$ cat src/rtl/ex_mem.sv
// ex_mem: EX/MEM pipeline latch with data-cache request handshake and branch resolution
module ex_mem #(
  parameter int WORD_W = 32
) (
  input  logic              CLK,
  input  logic              nRST,
  input  logic              ihit,
  input  logic              dhit,
  input  logic              flush,
  input  logic [WORD_W-1:0] aluout_in,
  input  logic              zero_in,
  input  logic [WORD_W-1:0] rdat2_in,
  input  logic [WORD_W-1:0] imm_in,
  input  logic [WORD_W-1:0] pcp4_in,
  input  logic              dREN_in,
  input  logic              dWEN_in,
  input  logic              branch_in,
  input  logic              branchSel_in,
  input  logic              regWrite_in,
  input  logic              MemtoReg_in,
  input  logic              halt_in,
  input  logic [4:0]        wsel_in,
  input  logic [WORD_W-1:0] dmemload,
  output logic              dREN_out,
  output logic              dWEN_out,
  output logic [WORD_W-1:0] daddr,
  output logic [WORD_W-1:0] dstore,
  output logic [WORD_W-1:0] aluout_out,
  output logic [WORD_W-1:0] dload_out,
  output logic [WORD_W-1:0] pcp4_out,
  output logic              regWrite_out,
  output logic              MemtoReg_out,
  output logic              halt_out,
  output logic [4:0]        wsel_out,
  output logic              branch_taken,
  output logic [WORD_W-1:0] branch_target,
  output logic              stall_req
);
  typedef enum logic {IDLE, MEM_WAIT} state_t;
  state_t state, next_state;
  logic   advance;
  assign stall_req = state == MEM_WAIT;
  assign advance   = state == IDLE && ihit;
  // state register; reset abandons any outstanding request
  always_ff @(posedge CLK or negedge nRST) begin
    if (!nRST) state <= IDLE;
    else       state <= next_state;
  end
  // flush beats advance; a memory op parks us in MEM_WAIT until dhit
  always_comb begin
    next_state = state;
    if (state == IDLE) next_state = (!flush && ihit && (dREN_in || dWEN_in)) ? MEM_WAIT : IDLE;
    else               next_state = dhit ? IDLE : MEM_WAIT;
  end
  // latch contents: clear on flush, capture on advance, retire request on dhit
  always_ff @(posedge CLK or negedge nRST) begin
    if (!nRST) begin
      dREN_out      <= 1'b0;
      dWEN_out      <= 1'b0;
      daddr         <= '0;
      dstore        <= '0;
      aluout_out    <= '0;
      dload_out     <= '0;
      pcp4_out      <= '0;
      regWrite_out  <= 1'b0;
      MemtoReg_out  <= 1'b0;
      halt_out      <= 1'b0;
      wsel_out      <= '0;
      branch_taken  <= 1'b0;
      branch_target <= '0;
    end else if (state == IDLE && flush) begin
      dREN_out      <= 1'b0;
      dWEN_out      <= 1'b0;
      daddr         <= '0;
      dstore        <= '0;
      aluout_out    <= '0;
      dload_out     <= '0;
      pcp4_out      <= '0;
      regWrite_out  <= 1'b0;
      MemtoReg_out  <= 1'b0;
      wsel_out      <= '0;
      branch_taken  <= 1'b0;
      branch_target <= '0;
    end else if (advance) begin
      dREN_out      <= dREN_in && !dWEN_in;
      dWEN_out      <= dWEN_in;
      daddr         <= aluout_in;
      dstore        <= rdat2_in;
      aluout_out    <= aluout_in;
      pcp4_out      <= pcp4_in;
      regWrite_out  <= regWrite_in;
      MemtoReg_out  <= MemtoReg_in;
      halt_out      <= halt_out || halt_in;
      wsel_out      <= wsel_in;
      branch_taken  <= branch_in && (zero_in ^ branchSel_in);
      branch_target <= pcp4_in + (imm_in << 2);
    end else if (state == MEM_WAIT && dhit) begin
      dREN_out  <= 1'b0;
      dWEN_out  <= 1'b0;
      dload_out <= dREN_out ? dmemload : dload_out;
    end
  end
endmodule

$ cat config.mk
export PLATFORM = sky130hd
export DESIGN_NAME = ex_mem
export DESIGN_NICKNAME = d
export VERILOG_FILES = /design/src/rtl/ex_mem.sv
export SDC_FILE = /design/constraint.sdc
export NUM_CORES = 1
export LEC_CHECK = 0
export CAP_MARGIN = 20
export CORE_AREA = 4 4 147 149
export DETAILED_ROUTE_END_ITERATION = 7
export DIE_AREA = 0 0 151 153
export HOLD_SLACK_MARGIN = 0.03
export PLACE_DENSITY = 0.76
export SLEW_MARGIN = 25
export SYNTH_ARGS = -nofsm -noshare
export SYNTH_HDL_FRONTEND = slang
export SYNTH_SLANG_ARGS = --single-unit
$ cat constraint.sdc
create_clock -name CLK -period 2 [get_ports CLK]
set_input_delay 0.4 -clock CLK [delete_from_list [all_inputs] [get_ports CLK]]
set_output_delay 0.4 -clock CLK [all_outputs]
set_load 0.03 [all_outputs]
==> results summary <==
At the worst endpoint, the required time is 2290 ps. The cell that appears most often on the critical path is inv_2. Synthesis produced a netlist whose cell count is 657. The count of cell types in the netlist is 54.

The yosys synthesis warning count is 0. The final-stage net count is 1308. The analysis attributes to net switching a power of 0.00362 W. Relative to the synthesized area, the layout overhead comes to 75.8%. The maximum number of pins on one net before global-route repair is 75.

The die outline width came out at 151 um. Among all flip-flop cells after synthesis, the most frequent one is dfrtp_1. The starting density of the core is 38.4%. The number of DRC markers after the initial detailed-route iteration is 322. The worst hold slack across all endpoints came out at 203 ps.

The number of antenna violations at the first check in global routing is 0. The startpoint of the worst register-to-register path is stall_req. The net count after synthesis is 865. The slowest cell on the critical path is a221oi_4. The largest stage delay on the critical path is 370 ps. The fraction of final layout cells with drive strength greater than 1 is 21.7%. The post-CTS clock slew at the launch and capture registers of the worst setup and hold paths is 70 ps.

The clock share of power came out at 30.4%. STA classifies the critical path endpoint as a flop. The internal power of the cells totals 0.00709 W. The critical path is of the in -> reg type. The startpoint of the lowest-slack hold path is pcp4_in[2].

The half-perimeter wire length after detailed placement is 20600 um. The synthesized design contains 170 register bits. The number of hold-slack violations in the final timing report came out at 0.

Summed over all failing endpoints, the final setup total negative slack is -406 ps. After global routing the overflow that remains totals 0. The area of the die is 23100 um^2. The min-delay analysis places its worst path in the category in -> reg. The TritonCTS sink count came out at 170. Measured against its own limit, the worst slew margin works out to 71.4%. The final count of negative-setup-slack endpoints is 8. The checks that failed: setup timing. Clock tree synthesis selected as its root buffer the cell clkbuf_16. The share of the cycle needed by the critical path after routing is 105%. The pre-antenna-repair detailed-routing pass consisted of 7 iterations. The part of the power in combinational logic came out at 33.0%. The most critical setup path has its startpoint at pcp4_in[2]. The number of buffers inserted during clock tree synthesis came out at 17. From bottom edge to top edge, the die measures 153 um. TritonCTS built the clock tree.

The signal on the critical path passes through buf_8, ha_4, inv_2, fa_2, inv_2, a21o_1, a221oi_4, buf_4, o211a_4, o31ai_4, a21oi_2, xor2_1, o21ai_1. The flop-to-flop setup slack is 540 ps. The post-layout instance count excluding filler cells came out at 1383. In this run the power density over the cells is 786 nW/um^2.

The number of standard-cell rows in the floorplan came out at 52. The DRC violation count after routing came out at 0. The critical path arrival came out at 2380 ps.

The clock period minus final worst setup slack came out at 2090 ps. The cell count after placement is 1333. Summing over every cut layer, the via total after detailed routing is 7187. The peak supply drop is 539 uV. The synthesized area per cell is 11.8 um^2. The max-slew violation total from the final report is 0. In the global route stage, overall resource usage came out at 23.5%. The detail route stage leaves a number of antenna-violating nets equal to 0. The number of antenna diodes came out at 0.

Yosys mapped a number of flops with a built-in enable equal to 0. Setup repair after global routing could not meet its margin everywhere. The tool flagged a number of max-cap violations equal to 0. Of all nets on the critical path, the largest fanout is 3. Dividing the detail-routed wire length by the instance count gives 20.5 um.

The wire length of the first global-routing pass came out at 42500 um. The proportion of total power due to net switching came out at 33.8%. The via count of the first global-routing pass is 7542. Counting along the longest clock path gives a buffer depth of 2. The share of synthesized area occupied by flip-flops and latches came out at 54.9%. Across all setup checks in the final design, the least slack found is -91.0 ps.

The detailed-route vias per instance is 5.20. The clock arrives with 14.5 ps of skew. The run finished, with violations left.

The maximum level of the CTS H-tree is 4. The clock insertion delay at the later pin of the skew report is 430 ps. By area the synthesized netlist is led by dfrtp_1 55%, a22o_1 16%, ha_1 4.7%. The share of flip-flops with an asynchronous set or reset after synthesis is 100%.

For this design the static power due to leakage is 6.08 nW. The placeable core area came out at 20200 um^2. Sequential cells account for 36.6% of the total power.

The startpoint kind of the worst setup timing path is a primary input. The overall routed net length came out at 28400 um. Summed over its instances, the top area cell type makes up 54.9% of the synthesized netlist area.

The weighted congestion at the end of routability-driven global placement is 0.878. The number of ports placed on the die boundary came out at 382. The cell taking the most area after synthesis is dfrtp_1. The number of input and output port buffers inserted is 379. The cell area that synthesis handed to floorplanning was 7750 um^2. The highest attainable clock frequency is 0.478 GHz. For the pin with the worst max-slew slack, the measured transition is 427 ps.
## power groups by stage
stage / clock network (W) / logic [W] / registers (W)
2_1_floorplan: 0 / 0.00108 / 0.00455
3_3_place_gp: 0 / 0.00328 / 0.00397
3_5_place_dp: 0 / 0.00331 / 0.00398
4_1_cts: 0.00333 / 0.00342 / 0.00392
5_1_grt: 0.00348 / 0.00375 / 0.00396
6_report: 0.00325 / 0.00354 / 0.00392
## what timing repair did
item / in CTS / in global routing
setup buffers: 8 / 9
pin swaps: 34 / 41
cloned: 0 / 0
endpoints found under the setup margin: 25 / 18
resized for setup: 104 / 59
hold buffers: 1 / 0
endpoints found under the hold margin: 32 / 0
## placed cells by master (no fill, tap or decap), drive strengths merged, types with 4 or more instances in the layout
cell / count
dlymetal6s2s: 7
xnor2: 13
a21oi: 32
a22o: 138
clkdlybuf4s15: 5
clkinv: 5
xor2: 16
buf: 120
nand2: 49
a21o: 16
clkbuf: 24
ha: 29
o21ai: 39
dlygate4sd2: 28
nor2: 12
o31ai: 4
inv: 16
and3: 4
clkdlybuf4s50: 329
o21bai: 5
dfrtp: 170
nor3: 5
## critical path, delay by kind of cell
kind | cells | cell delay [ps]
adder cells (fa/ha/maj) | 2 | 360
buffers and inverters | 4 | 380
XOR/XNOR | 1 | 160
AO/OA/AOI/OAI | 6 | 1070
## per-stage QoR
step	cell area, um^2	worst slack (ps)	utilization [%]	total power (W)
6_report	13600	-91.0	67.6	0.0107
5_1_grt	13600	-161	67.6	0.0112
4_1_cts	13300	-156	66.1	0.0107
3_5_place_dp	12500	-1050	61.8	0.00729
3_3_place_gp	12500	-1000	61.8	0.00725
2_1_floorplan	7870	-341	-	0.00563
## path summary, 6_finish.rpt
| kind | endpoint | depth (start not counted) |
|---|---|---|
| min in group asynchronous | dstore[16] | 2 |
| worst min register to register | branch_target[18] | 2 |
| max in group asynchronous | dload_out[20] | 3 |
| worst max register to register | branch_target[11] | 4 |
| worst min-delay path | pcp4_out[2] | 2 |
| worst max-delay path | branch_target[24] | 13 |
## layer usage
layer | wire length, um | track usage, % | vias to the layer above
met3 | 2120 | 6.31 | 53
met4 | 811 | 8.46 | 0
met5 | 0 | 0 | -
met1 | 11000 | 28.1 | 3547
li1 | - | - | 3309
met2 | 14400 | 40.5 | 278
## state kept, by name, indices dropped and copies added (netlist names)
name and flops:
dWEN_out 1, aluout_out 32, dload_out 32, halt_out 1, MemtoReg_out 1, branch_taken 1
stall_req 1, wsel_out 5, dstore 32, regWrite_out 1, dREN_out 1, pcp4_out 32
branch_target 30
## cells by family after synthesis
group                      after synthesis  synth area share (%)
buffers and inverters                   81                  5.59
AOI/OAI and AO/OA                      256                  25.7
DFF                                    170                  54.9
xor gates and xnor gates                29                  3.28
adders and majority gates               30                  4.94
and+or+nand+nor                         89                  5.33
muxes                                    2                 0.274
## Yosys cell counts (2+ instances only)
cell type / count
dfrtp_1: 170
a22o_1: 138
nand2_1: 49
o21ai_0: 38
buf_4: 34
clkbuf_1: 32
a21oi_1: 31
ha_1: 29
xor2_1: 16
a21o_1: 15
xnor2_1: 13
nor2_1: 12
inv_1: 9
buf_1: 5
nor3_1: 5
o21bai_1: 5
a211oi_1: 3
and2_1: 3
and3_1: 3
nand3_1: 3
nand4_1: 3
o21a_1: 3
a31oi_1: 2
a32o_1: 2
nand2b_1: 2
o211ai_1: 2
o31ai_1: 2
or3_1: 2
## area by class of cell
cell class,instances,area [um^2]
inverter,9,33.8
multi-input combinational,406,3650
timing repair buffer,496,4770
sequential,170,4250
clock inverter,14,150
fill,1503,6540
clock buffer,18,429
tap,270,338
No activity file was read; power rests on OpenSTA's default activity.
